**config.mk**
```make
export PLATFORM = sky130hd
export DESIGN_NAME = display_state_controller
export DESIGN_NICKNAME = d
export VERILOG_FILES = /design/src/rtl/display_state_controller.sv
export SDC_FILE = /design/constraint.sdc
export NUM_CORES = 1
export LEC_CHECK = 0
export CAP_MARGIN = 25
export CORE_AREA = 2 2 135 137
export DETAILED_ROUTE_END_ITERATION = 8
export DIE_AREA = 0 0 137 139
export PLACE_DENSITY = 0.68
export SETUP_SLACK_MARGIN = 0.3
export SLEW_MARGIN = 20
export SYNTH_ARGS = -nofsm -noshare
export SYNTH_HDL_FRONTEND = slang
export SYNTH_SLANG_ARGS = --single-unit
```
**constraint.sdc**
```tcl
create_clock -name clk -period 3.13 [get_ports clk]
set_clock_uncertainty 0.1 [all_clocks]
set_input_delay 0.626 -clock clk [delete_from_list [all_inputs] [get_ports clk]]
set_output_delay 0.626 -clock clk [all_outputs]
set_load 0.05 [all_outputs]
```
**src/rtl/display_state_controller.sv**
```systemverilog
// Debounced three-button front panel: centre button cycles display mode (short) or latches sw into the active slot (long).
// Up/down buttons select the slot; latched_value tracks the selected slot one cycle after any change.
module display_state_controller #(
    parameter int CLK_FREQ        = 100_000_000,
    parameter int SW_WIDTH        = 16,
    parameter int NUM_SLOTS       = 4,
    parameter int DEBOUNCE_CYCLES = CLK_FREQ / 100,
    parameter int LONG_CYCLES     = CLK_FREQ
) (
    input  logic                         clk,
    input  logic                         reset,
    input  logic [SW_WIDTH-1:0]          sw,
    input  logic                         btn_c,
    input  logic                         btn_u,
    input  logic                         btn_d,
    output logic [SW_WIDTH-1:0]          latched_value,
    output logic [$clog2(NUM_SLOTS)-1:0] active_slot,
    output logic [1:0]                   display_mode,
    output logic [NUM_SLOTS-1:0]         slot_valid,
    output logic                         latch_pulse
);

    localparam int SLOT_W = $clog2(NUM_SLOTS);
    localparam int DB_W   = (DEBOUNCE_CYCLES > 1) ? $clog2(DEBOUNCE_CYCLES) : 1;
    localparam int HOLD_W = (LONG_CYCLES > 1) ? $clog2(LONG_CYCLES) : 1;
    localparam logic [DB_W-1:0]   DB_LAST   = DB_W'(DEBOUNCE_CYCLES - 1);
    localparam logic [HOLD_W-1:0] HOLD_LAST = HOLD_W'(LONG_CYCLES - 1);

    typedef enum logic [1:0] {
        IDLE      = 2'd0,
        PRESSED   = 2'd1,
        LONG_HELD = 2'd2
    } press_state_t;

    // Bit 0 = centre, bit 1 = up, bit 2 = down.
    logic [2:0]      btn_raw;
    logic [2:0]      sync_a;
    logic [2:0]      sync_b;
    logic [2:0]      deb;
    logic [2:0]      rise;
    logic            c_fall;
    logic [DB_W-1:0] db_cnt [3];

    assign btn_raw = {btn_d, btn_u, btn_c};

    always_ff @(posedge clk) begin
        if (reset) begin
            sync_a <= '0;
            sync_b <= '0;
            deb    <= '0;
            rise   <= '0;
            c_fall <= 1'b0;
            for (int i = 0; i < 3; i++) begin
                db_cnt[i] <= '0;
            end
        end else begin
            sync_a <= btn_raw;
            sync_b <= sync_a;
            rise   <= '0;
            c_fall <= 1'b0;
            for (int i = 0; i < 3; i++) begin
                if (sync_b[i] == deb[i]) begin
                    db_cnt[i] <= '0;
                end else if (db_cnt[i] == DB_LAST) begin
                    // Edge pulses are registered alongside the flip, so they show up the following cycle.
                    deb[i]    <= sync_b[i];
                    db_cnt[i] <= '0;
                    rise[i]   <= sync_b[i];
                    if (i == 0) begin
                        c_fall <= ~sync_b[i];
                    end
                end else begin
                    db_cnt[i] <= db_cnt[i] + DB_W'(1);
                end
            end
        end
    end

    press_state_t      state;
    press_state_t      state_nxt;
    logic [HOLD_W-1:0] hold_cnt;
    logic [HOLD_W-1:0] hold_cnt_nxt;
    logic              short_evt;
    logic              long_evt;

    always_ff @(posedge clk) begin
        if (reset) begin
            state    <= IDLE;
            hold_cnt <= '0;
        end else begin
            state    <= state_nxt;
            hold_cnt <= hold_cnt_nxt;
        end
    end

    always_comb begin
        state_nxt    = state;
        hold_cnt_nxt = hold_cnt;
        short_evt    = 1'b0;
        long_evt     = 1'b0;
        case (state)
            IDLE: begin
                if (rise[0]) begin
                    state_nxt    = PRESSED;
                    hold_cnt_nxt = '0;
                end
            end
            PRESSED: begin
                // Release wins over a simultaneous threshold hit; the counter stops at the threshold.
                if (c_fall) begin
                    state_nxt = IDLE;
                    short_evt = 1'b1;
                end else if (hold_cnt == HOLD_LAST) begin
                    state_nxt = LONG_HELD;
                    long_evt  = 1'b1;
                end else begin
                    hold_cnt_nxt = hold_cnt + HOLD_W'(1);
                end
            end
            LONG_HELD: begin
                if (c_fall) begin
                    state_nxt = IDLE;
                end
            end
            default: state_nxt = IDLE;
        endcase
    end

    logic [SW_WIDTH-1:0] slots [NUM_SLOTS];
    logic                step_up;
    logic                step_dn;

    assign step_up = rise[1] & ~rise[2];
    assign step_dn = rise[2] & ~rise[1];

    always_ff @(posedge clk) begin
        if (reset) begin
            for (int i = 0; i < NUM_SLOTS; i++) begin
                slots[i] <= '0;
            end
            latched_value <= '0;
            active_slot   <= '0;
            display_mode  <= 2'b00;
            slot_valid    <= '0;
            latch_pulse   <= 1'b0;
        end else begin
            latch_pulse <= long_evt;
            // Write uses the slot index from before any same-cycle navigation.
            if (long_evt) begin
                slots[active_slot]      <= sw;
                slot_valid[active_slot] <= 1'b1;
            end
            if (step_up) begin
                active_slot <= active_slot + SLOT_W'(1);
            end else if (step_dn) begin
                active_slot <= active_slot - SLOT_W'(1);
            end
            if (short_evt) begin
                display_mode <= display_mode + 2'd1;
            end
            latched_value <= slots[active_slot];
        end
    end

endmodule

```
# Word level (Yosys, flattened, before mapping)
# Memories as Yosys holds them, arrays and structs flattened. A register that Yosys moved wholly into a read port is not among the register bits.
# Cells that the tools add are included.
[op_classes]
add_sub_neg = 7
mul = 0
n_div = 0
order_cmp = 2
eq_ne = 14
shifts = 0
muxes = 68
bitwise = 21
n_reduce_logical = 13
[ops]
columns = ["op", "count"]
rows = [
  ["$mux 20", 9],
  ["$mux 27", 3],
  ["$add 20x1->20 const B", 3],
  ["$eq 20x20->1 const B", 3],
  ["$pmux 27 s2", 1],
  ["$mux 1", 45],
  ["$add 27x1->27 const B", 1],
  ["$eq 27x27->1 const B", 1],
  ["$mux 16", 1],
  ["$reduce_or 16->1", 1],
  ["$mux 2", 7],
  ["$not 1->1", 9],
  ["$or 1x1->1", 9],
  ["$reduce_or 3->1", 3],
  ["$ne 2x2->1 const B", 4],
  ["$pmux 2 s3", 1],
  ["$reduce_and 2->1", 3],
  ["$add 2x1->2 const B", 2],
  ["$or 4x4->4", 1],
  ["$reduce_and 4->1", 1],
  ["$reduce_bool 2->1", 2],
  ["$eq 1x1->1", 3],
  ["$lt 2x3->1 const B", 1],
  ["$ne 3x3->1 const B", 1],
  ["other kinds (9)", 10],
]
[totals]
regBits = 51
latchBits = 0
ram_bits = 124
rom_bits = 0
inputBits = 21
out_inout_bits = 25
wordCells = 142
n_memories = 2
[memory_table]
columns = ["memory", "words", "word_bits", "read_ports", "rd_clocked_by_memory_dff", "write_ports", "line_no", "source"]
rows = [
  ["slots", 4, 16, 1, 1, 4, "129", "logic [SW_WIDTH-1:0] slots [NUM_SLOTS];"],
  ["db_cnt", 3, 20, 3, 0, 3, "42", "logic [DB_W-1:0] db_cnt [3];"],
]

# Depth between registers and ports, before layout
# Gate-level depths: netlist (run 1).
[depth]
word_depth = 9
mapped_depth = 9
depth_no_buf = 7

# Worst setup path after synthesis (run 1)
# Ideal clock, no wire load.
[synth_path]
path_kind = "register -> register"
startpoint = "register hold_cnt[8]"
endpoint = "memory slots[2][0] (enable)"
setup_ns = 0.334
arrival_ns = 2.247
required_ns = 2.696
setup_slack_ns = 0.449
path_stages_with_launch = 9
n_path_buf = 2
synth_period_minus_slack_ns = 2.681
path_cell_list = "dfxtp_1 > buf_6 > or4b_4 > nor4_4 > nand3_2 > nor2_4 > and3b_1 > buf_4 > or2_2"
[synth_lines]
columns = ["item", "line_no", "source"]
rows = [
  ["from (decl)", "81", "logic [HOLD_W-1:0] hold_cnt;"],
  ["from (signal assigned)", "92", "hold_cnt <= hold_cnt_nxt;"],
  ["to (decl)", "129", ""],
]

# Worst setup path in the final report (run 1)
[layout_path]
startpoint = "register hold_cnt[8]"
endpoint = "register hold_cnt[19]"
[layout_via]
elab_chain_cells = 4
elab_cells_between_ends = 7
cone_classes = "add/sub (1); eq/ne (2); mux (3); reduce/logical (1)"
[layout_rtl]
columns = ["item", "line_no", "source"]
rows = [
  ["$add 27x1->27", "117", "hold_cnt_nxt = hold_cnt + HOLD_W'(1);"],
  ["$mux 27", "113", "end else if (hold_cnt == HOLD_LAST) begin"],
  ["$mux 27", "110", "if (c_fall) begin"],
  ["$pmux 27 s2", "101", "case (state)"],
]
# Several ways; a longest one is shown, not always the timed one. The select of a mux whose other input is x is not followed.
# A chain may end at the register's enable or synchronous reset.

==> results of run 1 <==
[logic make-up (layout without fill, tap and decap cells)]
kind of cell	after synthesis	count (layout)	synth area share, %
AND/OR/NAND/NOR	365	365	23.1
XOR/XNOR	55	55	5.54
adder cells (fa/ha/maj)	5	5	0.719
AO/OA/AOI/OAI	72	72	5.50
buffers and inverters	41	98	2.12
multiplexers	21	21	4.72
flip-flops	191	191	58.2
other	1	60	0.0431
[routing by layer]
layer / part of all wire (%) / routed length [µm]
met1: 45 / 7750
met2: 50 / 8610
met3: 3.5 / 603
met4: 1.1 / 180
met5: 0 / 0
[Yosys cell counts (2+ instances only)]
master      n
a311oi_1    7
a21o_1      4
o21a_1      2
nor4_1      4
and4_1      9
or4_1       3
nor4b_1     7
nand2_1    51
o211ai_1    3
or2_2       3
inv_1       6
nor2_1     78
dfxtp_1    67
and2_1     81
or3_1       9
mux2i_1     5
clkbuf_1   25
and3_1     19
buf_4       3
xor2_1     36
nor3_1     16
nand4_1    14
buf_1       2
nand3_1    44
nand2b_1    7
a31oi_1     7
o22ai_1     2
buf_2       2
mux4_2     16
ha_1        5
a41oi_1     7
nor2b_1     7
buf_6       2
o31ai_1     3
o21ai_0    13
xnor2_1    19
a21oi_1    19
nor3b_1     2
edfxtp_1  124
nor4_4      2
[worst max-delay path: cells and delay by family, from the launching register on]
| kind | cells | cell delay [ns] |
|---|---|---|
| DFF | 1 | 0.39 |
| buffers and inverters | 1 | 0.29 |
| and+or+nand+nor | 3 | 1.29 |
| AOI/OAI and AO/OA | 3 | 0.50 |
[final cells by class]
| class | instances | area [µm²] | area share (%) |
|---|---|---|---|
| clock inverters | 15 | 146 | 1.44 |
| repair buffers | 60 | 556 | 5.46 |
| multi-input cells | 578 | 3680 | 36.1 |
| clock buffers | 17 | 425 | 4.18 |
| inverters | 6 | 22.5 | 0.221 |
| well taps | 229 | 287 | 2.82 |
| flip-flops and latches | 191 | 5060 | 49.8 |
[power by group through the flow]
stage          logic, W  clock network [W]  registers (W)
6_report       0.000223            0.00210        0.00282
5_1_grt        0.000244            0.00224        0.00283
3_5_place_dp   0.000220                  0        0.00287
4_1_cts        0.000222            0.00214        0.00282
3_3_place_gp   0.000217                  0        0.00287
2_1_floorplan  0.000101                  0        0.00290
[flip-flops by register name, indices dropped and copies added (netlist names)]
name,cells
active_slot,2
c_fall,1
db_cnt,60
deb,3
display_mode,2
hold_cnt,27
latch_pulse,1
latched_value,16
rise,3
slot_valid,4
slots,64
state,2
sync_a,3
sync_b,3
[per-stage QoR]
stage                     power, W  cells  util [%]
after CTS                  0.00518   1096      57.6
after detailed placement   0.00309   1064      54.4
after floorplan            0.00300    810         -
after global placement     0.00308   1064      54.4
after global routing       0.00531   1096      57.6
final                      0.00514   1096      57.6
[cells in the final DEF, fill, tap and decap left out, types with 36 or more instances in the layout]
cell type        count
xor2_1              36
dfxtp_1             67
nand3_1             44
nor2_1              78
edfxtp_1           124
clkdlybuf4s50_1     43
and2_1              81
nand2_1             51
conb_1              60
[repair_timing]
| action | CTS | global route |
|---|---|---|
| setup endpoints to repair | 0 | 48 |
| hold buffers | 0 | 0 |
| resized for setup | 0 | 3 |
[worst max-delay path by stage]
stage           startpoint            to  slack (ns)
6_report       hold_cnt[8]  hold_cnt[19]        0.47
3_3_place_gp   hold_cnt[8]  slots[1][14]        0.42
3_5_place_dp   hold_cnt[8]   slots[2][7]        0.37
4_1_cts        hold_cnt[8]  slots[2][13]        0.34
2_1_floorplan  hold_cnt[8]   slots[2][0]        0.45
5_1_grt        hold_cnt[0]  hold_cnt[26]        0.30
==> impl_metrics.json, run 1 <==
{
  "status": "finished, final reports clean",
  "cap_violations": 0,
  "r2r_slack_ns": 0.47,
  "grt_start_max_net_pins": 45,
  "cts_tree": "done",
  "hold_viol": 0,
  "port_buffers": 45,
  "reg2regPathDepth": 7,
  "clkLatencyLatePin_ns": 0.43,
  "vias_per_cell": 5.39,
  "drcViolationCount": 0,
  "max-clock-path-buffers": 2,
  "pre_cts_ws_ns": 0.366,
  "ir_drop_mv": 0.387,
  "grt_pass1_vias": 6001,
  "fmax_mhz": 376,
  "synthFlopType": "edfxtp_1",
  "firstDrtPassIters": 4,
  "synth.top_cell.area_share_pct": 42.8,
  "fin_ws_ns": 0.469,
  "start_util_pct": 49.2,
  "syn_area_mm2": 0.00870,
  "cts-root-buf": "clkbuf_16",
  "powerDensity_mw_per_mm2": 505,
  "core_mm2": 0.0177,
  "slowest_stage": "or4b_4",
  "clk_pin_slew_worst_paths_ns": 0.07,
  "avgSynthCellArea_um2": 11.6,
  "worstSetupPathType": "flip-flop to flip-flop",
  "synthCells": 751,
  "grt_util_met2_pct": 31.9,
  "totalNegativeSetupSlack_ns": 0,
  "drt_iter0_drc": 258,
  "synth.area.top_cells": "edfxtp_1, dfxtp_1, and2_1, mux4_2, xor2_1",
  "fillers": 1485,
  "max_slew_margin_pct": 48.3,
  "dieArea_mm2": 0.0190,
  "gr-usage-met1_pct": 24.6,
  "syn2layout_area_growth_pct": 17.0,
  "synth-seq-cells": 191,
  "design_area_mm2": 0.0102,
  "yosys_warnings": 0,
  "hp-start": "sync_a[0]",
  "endpoint_kind": "flip-flop",
  "post_cts_buffers": 0,
  "rr_endpoint": "hold_cnt[19]",
  "sw_frac_of_total_pct": 23.8,
  "hold_depth": 1,
  "min_period_over_period_pct": 85.0,
  "cp.required_ns": 3.37,
  "max_stage_delay_ns": 0.57,
  "p_sw_w": 0.00122,
  "power_leakage_nw": 3.55,
  "numCtsBuffers": 17,
  "worstSetupStartpointType": "flip-flop",
  "gr-total-overflow": 0,
  "ys_async_sr_fraction_pct": 0,
  "path_cells": "or4b_4, nor4_4, a31oi_2, nor2_1, buf_4, a21oi_1, a211oi_1",
  "ys_seq_area_share_pct": 58.2,
  "num-nets-final": 880,
  "drive_above_1_share_pct": 8.65,
  "antenna_left": 0,
  "die_h_um": 139,
  "internal_power_w": 0.00392,
  "grt_pass1_wl_um": 28800,
  "hold_class": "flip-flop to flip-flop",
  "antenna_cells": 0,
  "worst_ep_arrival_time_ns": 2.90,
  "dpl_cell_area_mm2": 0.00960,
  "finalSetupViolations": 0,
  "yosysTopAreaCell": "edfxtp_1",
  "routabilityCongestion": 0.837,
  "grt_setup_unrepaired": "no",
  "numClockSinks": 191,
  "hold_path_end": "sync_b[0]",
  "detail_route.wirelength_um": 17100,
  "io_pins": 46,
  "worst_pin_slew_ns": 0.769,
  "reg2reg_from": "hold_cnt[8]",
  "die-width_um": 137,
  "maxSlewViolCount": 0,
  "grt_antenna_before_repair": 0,
  "grt_util_all_layers_pct": 18.9,
  "power_frac_seq_pct": 54.8,
  "rows": 49,
  "synth_cell_type_count": 56,
  "met3_usage_pct": 4.06,
  "route.vias.total": 5912,
  "p_comb_share_pct": 4.3,
  "synth_edf_count": 124,
  "power_frac_clock_pct": 40.9,
  "h-tree-depth": 4,
  "crit_fanout": 12,
  "hpwl_um": 11400,
  "wl_per_cell_um": 15.6,
  "whs_ns": 0.342,
  "layout_min_cycle_time_ns": 2.66,
  "top_usage_layer": "met2"
}
Power figures use the tool's default switching activity.
==> run 2, diff against run 1 <==
Settings changed: GPL_TIMING_DRIVEN set to 0.
==> run 2 against run 1 <==
Against the previous run: wire length rose by 2.1%; power grew 1.5%; die area stayed put; flip-flop and latch count unchanged.
==> impl_metrics.json, run 2 (synthesized netlist as in run 1, its figures left out) <==
{
  "dp_cells": 1083,
  "drive_above_1_share_pct": 9.38,
  "drcViolationCount": 0,
  "io_pins": 46,
  "vias_per_cell": 5.28,
  "largestRegisters": "slots (64), db_cnt (60), hold_cnt (27)",
  "cts_tree": "done",
  "multi_input_area_mm2": 0.00371,
  "path_cells": "or4_1, nor4_4, a31oi_2, or2_0, buf_2, and3_1, a311o_1",
  "dieArea_mm2": 0.0190,
  "fin_util_pct": 58.7,
  "worst_pin_slew_ns": 0.819,
  "crit_fanout": 7,
  "numCtsBuffers": 17,
  "worst_ep_arrival_time_ns": 2.95,
  "hpwl_um": 11800,
  "grt_setup_unrepaired": "yes",
  "die_h_um": 139,
  "max-clock-path-buffers": 2,
  "routabilityCongestion": 0.872,
  "final_common_cell": "edfxtp_1",
  "gr-total-overflow": 0,
  "worstSetupPathType": "flip-flop to flip-flop",
  "detail_route.wirelength_um": 17500,
  "drt_iter0_drc": 326,
  "start_util_pct": 49.2,
  "antenna_left": 0,
  "worstSetupStartpointType": "flip-flop",
  "hold_viol": 0,
  "core_mm2": 0.0177,
  "grt_start_max_net_pins": 20,
  "maxSlewViolCount": 0,
  "firstDrtPassIters": 4,
  "status": "finished, final reports clean",
  "whs_ns": 0.348,
  "max_stage_delay_ns": 0.59,
  "antenna_cells": 0,
  "grt_util_all_layers_pct": 19.4,
  "cp.required_ns": 3.34,
  "endpoint_kind": "flip-flop",
  "final_cells": 1125,
  "power_leakage_nw": 3.64,
  "cts-root-buf": "clkbuf_16",
  "clk_pin_slew_worst_paths_ns": 0.07,
  "num-nets-final": 909,
  "clkLatencyLatePin_ns": 0.43,
  "layout_common_cells": "edfxtp_1, and2_1, nor2_1",
  "die-width_um": 137,
  "route.vias.total": 5935,
  "wl_per_cell_um": 15.6,
  "rows": 49,
  "fmax_mhz": 366,
  "numClockSinks": 191,
  "ff_latch_area_mm2": 0.00506,
  "ctsHoldBuffers": 0,
  "finalSetupViolations": 0,
  "layout_min_cycle_time_ns": 2.73,
  "max_slew_margin_pct": 45.4,
  "cap_violations": 0,
  "total_power_w": 0.00522,
  "h-tree-depth": 4,
  "hold_class": "flip-flop to flip-flop",
  "grt_pass1_wl_um": 29000,
  "regMostFlops": "slots",
  "fillers": 1508,
  "grt_pass1_vias": 5831,
  "largest_reg_flops": 64,
  "syn2layout_area_growth_pct": 19.2,
  "port_buffers": 44,
  "slowest_stage": "or4_1",
  "grt_antenna_before_repair": 0,
  "min_period_over_period_pct": 87.3,
  "powerDensity_mw_per_mm2": 504,
  "ir_drop_mv": 0.444
}
run 2: cell types whose count changed in the layout (fill, tap and decap cells not counted), sizes merged:
cell / previous run / this run
or2: 4 / 5
bufinv: 0 / 1
clkinv: 5 / 3
clkdlybuf4s50: 43 / 44
inv: 15 / 16
buf: 17 / 18
clkbuf: 17 / 43
run 2: layer usage:
metal / routed length, µm / global-route usage (%) / vias to the layer above / part of all wire [%]
met2: 8520 / 31.3 / 122 / 49
met4: 228 / 5.97 / 0 / 1.3
met1: 8020 / 26.5 / 2854 / 46
met5: 0 / 0 / - / 0
met3: 724 / 3.58 / 17 / 4.1
li1: - / - / 2942 / -
run 2: layout make-up:
cell class	count	share of cell area, %
flip-flops and latches	191	48.9
multi-input cells	579	35.8
repair buffers	53	5.02
clock buffers	17	4.10
well taps	229	2.76
plain buffers	35	1.63
clock inverters	15	1.62
inverters	6	0.217
run 2: what timing repair did:
item,4_1_cts,5_1_grt
buffers inserted,6,3
gates cloned,0,1
resized for setup,5,14
pin swaps,2,4
setup endpoints to repair,86,90
run 2: worst paths after layout:
| check | slack, ns | startpoint | cells after the start | to |
|---|---|---|---|---|
| max | 0.40 | hold_cnt[10] | 7 | hold_cnt[17] |
| min | 0.35 | sync_a[1] | 1 | sync_b[1] |
| min reg2reg | 0.35 | sync_a[1] | 1 | sync_b[1] |
| max reg2reg | 0.40 | hold_cnt[10] | 7 | hold_cnt[17] |
run 2: report_power, final:
group | internal, W | leakage [nW] | switching, W
sequential | 0.00277 | 1.77 | 0.0000487
combinational | 0.0000910 | 1.58 | 0.000137
clock | 0.00115 | 0.293 | 0.00103
run 2: per-stage QoR:
step / TNS, ns / area (µm²) / setup slack, ns
floorplan: 0 / 8920 / 0.449
global placement: -1.43 / 9640 / -0.0800
detailed placement: -2.14 / 9640 / -0.0790
CTS: 0 / 10300 / 0.179
global route: 0 / 10400 / 0.280
finish: 0 / 10400 / 0.397
run 2: critical path: cells and delay by family, from the launching register on:
family	cells	cell delay (ns)
AO/OA/AOI/OAI	2	0.56
flip-flops	1	0.38
AND/OR/NAND/NOR	4	1.41
buffers and inverters	1	0.17
==> variant 1 (config.mk and constraints of run 1) <==
Make the reset (`reset`) asynchronous in 3 clocked blocks.
--- a/src/rtl/display_state_controller.sv
+++ b/src/rtl/display_state_controller.sv
@@ -44,5 +44,5 @@
     assign btn_raw = {btn_d, btn_u, btn_c};
 
-    always_ff @(posedge clk) begin
+    always_ff @(posedge clk or posedge reset) begin
         if (reset) begin
             sync_a <= '0;
@@ -84,5 +84,5 @@
     logic              long_evt;
 
-    always_ff @(posedge clk) begin
+    always_ff @(posedge clk or posedge reset) begin
         if (reset) begin
             state    <= IDLE;
@@ -134,5 +134,5 @@
     assign step_dn = rise[2] & ~rise[1];
 
-    always_ff @(posedge clk) begin
+    always_ff @(posedge clk or posedge reset) begin
         if (reset) begin
             for (int i = 0; i < NUM_SLOTS; i++) begin
Behaviour: no difference found for any inputs over 10 cycles, from zero or initial values and one cycle with reset high; that may be too few to reach the edited logic, so the function may still have changed.
==> variant 1 against run 1 <==
  * Worst setup slack improved by 0.031 ns
  * Sequential cell count did not move
  * Global-route usage fell by 0.46 points
  * First-iteration DRC count rose by 40%
  * Critical endpoint is now active_slot[1]
  * Routed wire length fell by 6.1%
  * Via count fell by 7.0%
  * Largest power group unchanged
  * Power fell by 5.1%
  * Final area fell by 3.2%
  * Area after synthesis fell by 2.8%
==> variant 1: results (changes against run 1) <==
- The count of placed standard cells in the final layout, fillers left out is 995 (was 1096).
* Vias per cell: 5.53 (was 5.39)
* Detail Placement HPWL: 10700 um (was 11400 um)
* Fraction of final layout cells with drive strength greater than 1: 18.9% (was 8.65%)
- The initial detailed-routing violation count came to 360 (was 258).
* Dominant register cell in the synthesized netlist: sky130_fd_sc_hd__dfrtp_1 (was sky130_fd_sc_hd__edfxtp_1)
- Average size of a mapped cell: 12.2 um2 (was 11.6 um2)
* GPL Wtd Cong: 0.846 (was 0.837)
* Largest net degree at the start of global routing: 105 (was 45)
- The cell count after placement is 962 (was 1064).
- The post-placement worst setup slack is 0.518 ns (was 0.366 ns).
- Slowest stage cell on the critical path: sky130_fd_sc_hd__clkdlybuf4s50_1 (was sky130_fd_sc_hd__or4b_4)
* Number of antenna violations at the first check in global routing: 0 (unchanged)
- The maximum ir drop on the vdd rail came to 0.395 mV (was 0.387 mV).
- The highest net fanout along the worst path is 8 (was 12).
- Leakage Power: 0.00438 uW (was 0.00355 uW)
- WL per Instance: 16.2 um (was 15.6 um)
- The yosys synthesis warning count came to 0 (unchanged).
- The met2 global-route usage is 30.1% (was 31.9%).
- Critical path arrival: 1.90 ns (was 2.90 ns)
- Cell type group with the largest total delay on the critical path: buffers and inverters (was simple AND/OR/NAND/NOR gates)
- The fraction of met3 tracks used by global routing came to 4.02% (was 4.06%).
* Placed Area: 9230 um2 (was 9600 um2)
* Registers with the highest flip-flop counts: slots x64, db_cnt x60, hold_cnt x27 (unchanged)
* Share of the yosys chip area belonging to registers: 56.5% (was 58.2%)
* Met1 demand-to-capacity share in global routing: 24.3% (was 24.6%)
* Vias in the first global route: 5822 (was 6001)
- The post-synthesis cell type count is 48 (was 56).
* Overall global routing resource usage: 18.5% (was 18.9%)
- Layout Nets: 779 (was 880)
- # diodes: 0 (unchanged)
* Post-CTS sizing: 0 (unchanged)
- The total iterations of the first detailed-routing run is 4 (unchanged).
- Top post-synthesis cells by count: sky130_fd_sc_hd__dfrtp_1, sky130_fd_sc_hd__nor2_1, sky130_fd_sc_hd__mux2_2 (was sky130_fd_sc_hd__edfxtp_1, sky130_fd_sc_hd__and2_1, sky130_fd_sc_hd__nor2_1).
- The final setup violation count is 0 (unchanged).
- Share of flip-flops with an asynchronous set or reset: 100% (was 0%)
- Result of the run: complete, no violations (unchanged).
- Maximum single-stage delay on the critical path: 0.88 ns (was 0.57 ns)
* First-pass GRT wire length: 28100 um (was 28800 um)
- Max-slew headroom at the worst pin: 50.5% (was 48.3%)
- The number of post-CTS setup repair buffers was 0 (unchanged).
- Main area contributors after synthesis: sky130_fd_sc_hd__dfrtp_1, sky130_fd_sc_hd__mux2_2, sky130_fd_sc_hd__mux4_2 (was sky130_fd_sc_hd__edfxtp_1, sky130_fd_sc_hd__dfxtp_1, sky130_fd_sc_hd__and2_1)
## variant 1: cell count changes in the layout (fill, tap and decap cells not counted), sizes merged, moves of 17 or more
cell	run 1	this run
and2	81	2
conb	60	0
dfrtp	0	191
dfxtp	67	0
edfxtp	124	0
mux2	0	67
nand2	51	34
xnor2	19	37
## variant 1: cell families after synthesis
group | after synthesis | share of synthesized area (%)
muxes | 85 | 13.4
adders and majority gates | 5 | 0.740
AOI/OAI and AO/OA | 45 | 3.69
buffers and inverters | 39 | 1.92
DFF | 191 | 56.5
xor gates and xnor gates | 63 | 6.53
and+or+nand+nor | 267 | 17.2
## variant 1: path summary, 6_finish.rpt
check	from	slack, ns	endpoint	cells past startpoint
setup / recovery	active_slot[1]	0.50	active_slot[1]	1
hold / removal	sync_a[2]	0.25	sync_b[2]	0
setup reg to reg	hold_cnt[0]	0.52	hold_cnt[5]	7
hold reg to reg	sync_a[2]	0.25	sync_b[2]	0
max in group asynchronous	reset	1.87	hold_cnt[20]	3
min in group asynchronous	reset	0.59	sync_a[1]	3
## variant 1: metal layers
| metal | vias up | share of wire, % |
|---|---|---|
| li1 | 2597 | - |
| met1 | 2782 | 44 |
| met2 | 99 | 51 |
| met3 | 21 | 3.2 |
| met4 | 0 | 1.5 |
| met5 | - | 0 |
## variant 1: area by class of cell
| cell class | count | area, um2 |
|---|---|---|
| fillers | 1477 | 7800 |
| well taps | 229 | 287 |
| inverters | 17 | 67.6 |
| repair buffers | 61 | 589 |
| multi-input cells | 465 | 3510 |
| flip-flops and latches | 191 | 4780 |
| clock inverters | 14 | 181 |
| clock buffers | 18 | 439 |
## variant 1: power breakdown
part	switching, uW	total, uW	leakage (uW)	internal [uW]
clock	1080	2190	0.000299	1110
sequential	27.3	2540	0.00254	2510
combinational	87.9	153	0.00155	65.2
==> variant 2 (config.mk and constraints of run 1) <==
Without the edit above. The parameter `CLK_FREQ` goes from 100_000_000 to 50_000_000.
--- a/src/rtl/display_state_controller.sv
+++ b/src/rtl/display_state_controller.sv
@@ -2,5 +2,5 @@
 // Up/down buttons select the slot; latched_value tracks the selected slot one cycle after any change.
 module display_state_controller #(
-    parameter int CLK_FREQ        = 100_000_000,
+    parameter int CLK_FREQ        = 50_000_000,
     parameter int SW_WIDTH        = 16,
     parameter int NUM_SLOTS       = 4,
Function: same outputs for any inputs over 10 cycles, from zero or initial values and one cycle with reset high; that may be too few to reach the edited logic, so the function may still have changed.
==> variant 2 against run 1 <==
  * Routed wire length is 2.7% lower
  * Worst hold slack better by 0.014 ns
  * Area after synthesis decreased by 2.2%
  * Power shrank 3.0%
  * Worst setup slack worse by 0.0098 ns
  * Sequential cell count is 4 lower
  * Final area fell by 2.0%
  * Highest routed layer unchanged
==> variant 2: results (changes against run 1) <==
* WL per Instance: 15.3 um (was 15.6 um)
- Hold Path Sink: sync_b[1] (was sync_b[0])
- Result of the run: complete, no violations (unchanged).
- The startpoint of the lowest-slack register-to-register path is hold_cnt[0] (was hold_cnt[8]).
- The cell count after placement was 1056 (was 1064).
- Hold_ws: 0.357 ns (was 0.342 ns)
- The estimated wirelength of the detail-placed design came to 11000 um (was 11400 um).
- The count of cells along the worst register-to-register path is 6 (was 7).
* Vias in the first global route: 5602 (was 6001)
* Top post-synthesis cells by count: sky130_fd_sc_hd__edfxtp_1, sky130_fd_sc_hd__nor2_1, sky130_fd_sc_hd__and2_1 (was sky130_fd_sc_hd__edfxtp_1, sky130_fd_sc_hd__and2_1, sky130_fd_sc_hd__nor2_1)
- Registers with the highest flip-flop counts: slots x64, db_cnt x57, hold_cnt x26 (was slots x64, db_cnt x60, hold_cnt x27)
- Fraction of final layout cells with drive strength greater than 1: 9.08% (was 8.65%)
- The worst slew margin relative to its limit is 54.1% (was 48.3%).
- Leakage Power: 0.00358 uW (was 0.00355 uW)
- Met1 demand-to-capacity share in global routing: 25.1% (was 24.6%)
* Portion of synthesized cell area occupied by the leading cell type: 42.7% (was 42.8%)
- The overall via count from detail_route was 5748 (was 5912).
- Share of the yosys chip area belonging to registers: 58.3% (was 58.2%)
* Highest metal used: met4 (unchanged)
- First-iteration detailed-routing DRC count: 371 (was 258)
- Worst vdd ir: 0.374 mV (was 0.387 mV)
- The gate count after technology mapping is 743 (was 751).
- The area of placed instances was 9400 um2 (was 9600 um2).
- The maximum number of pins on one net before global-route repair is 24 (was 45).
- Maximum single-stage delay on the critical path: 0.43 ns (was 0.57 ns)
- Biggest fanout along the worst timing path: 16 (was 12)
- Worst setup path end: slots[1][8] (was hold_cnt[19])
* Ratio of total power to cell area: 500 nW/um2 (was 505 nW/um2)
- The number of synthesized flops with an enable pin is 121 (was 124).
* Wire length on met2: 8190 um (was 8610 um)
- Hold wc startpoint: sync_a[1] (was sync_a[0])
- The arrival time of the worst setup path came to 2.65 ns (was 2.90 ns).
- Slowest stage cell on the critical path: sky130_fd_sc_hd__dfxtp_1 (was sky130_fd_sc_hd__or4b_4)
- The sum of met3 wire segment lengths after detailed routing is 644 um (was 603 um).
* Main area contributors after synthesis: sky130_fd_sc_hd__edfxtp_1, sky130_fd_sc_hd__dfxtp_1, sky130_fd_sc_hd__and2_1 (unchanged)
* Met2 layer usage reported by global route: 29.1% (was 31.9%)
- The fraction of met3 tracks used by global routing is 3.65% (was 4.06%).
* Pre-antenna DRT Iters: 7 (was 4)
- The all-layer global routing usage came to 18.4% (was 18.9%).
- First-pass GRT wire length: 27500 um (was 28800 um)
-- variant 2: cell types whose count changed in the layout (fill, tap and decap cells not counted), sizes merged, moves of 6 or more --
| cell | delta |
|---|---|
| nor2 | +13 |
| nand4 | +9 |
| a311oi | -7 |
| xnor2 | +6 |
| a31oi | +9 |
| nand2 | -14 |
-- variant 2: critical path: cells and delay by family, from the launching register on --
family	cells	cell delay, ns
adder cells (fa/ha/maj)	1	0.26
AND/OR/NAND/NOR	5	1.53
flip-flops	1	0.43
-- variant 2: power by group --
part | switching [uW] | total [uW] | internal, uW
sequential | 46.8 | 2740 | 2700
combinational | 117 | 201 | 83.2
clock | 995 | 2050 | 1050
-- variant 2: per-stage QoR --
stage          utilization [%]  setup slack, ns  total power (uW)
2_1_floorplan                -            0.674              2910
3_3_place_gp              53.3            0.351              2990
3_5_place_dp              53.3            0.274              3000
4_1_cts                   56.4            0.436              5030
5_1_grt                   56.5            0.239              5150
6_report                  56.5            0.459              4990
-- variant 2: final cells by class --
| cell class | instances | area (um2) | area share (%) |
|---|---|---|---|
| inverters | 14 | 52.6 | 0.527 |
| clock inverters | 14 | 133 | 1.33 |
| clock buffers | 18 | 429 | 4.30 |
| repair buffers | 59 | 553 | 5.55 |
| flip-flops and latches | 187 | 4950 | 49.7 |
| multi-input cells | 567 | 3560 | 35.7 |
| well taps | 229 | 287 | 2.87 |
-- variant 2: logic make-up (layout without fill, tap and decap cells) --
group,after synthesis,in the layout,share of synthesized area [%]
AOI/OAI and AO/OA,66,66,5.13
xor gates and xnor gates,56,56,5.77
adders and majority gates,5,5,0.736
buffers and inverters,45,105,2.40
DFF,187,187,58.3
muxes,19,19,4.59
other,1,57,0.0441
and+or+nand+nor,364,364,23.1
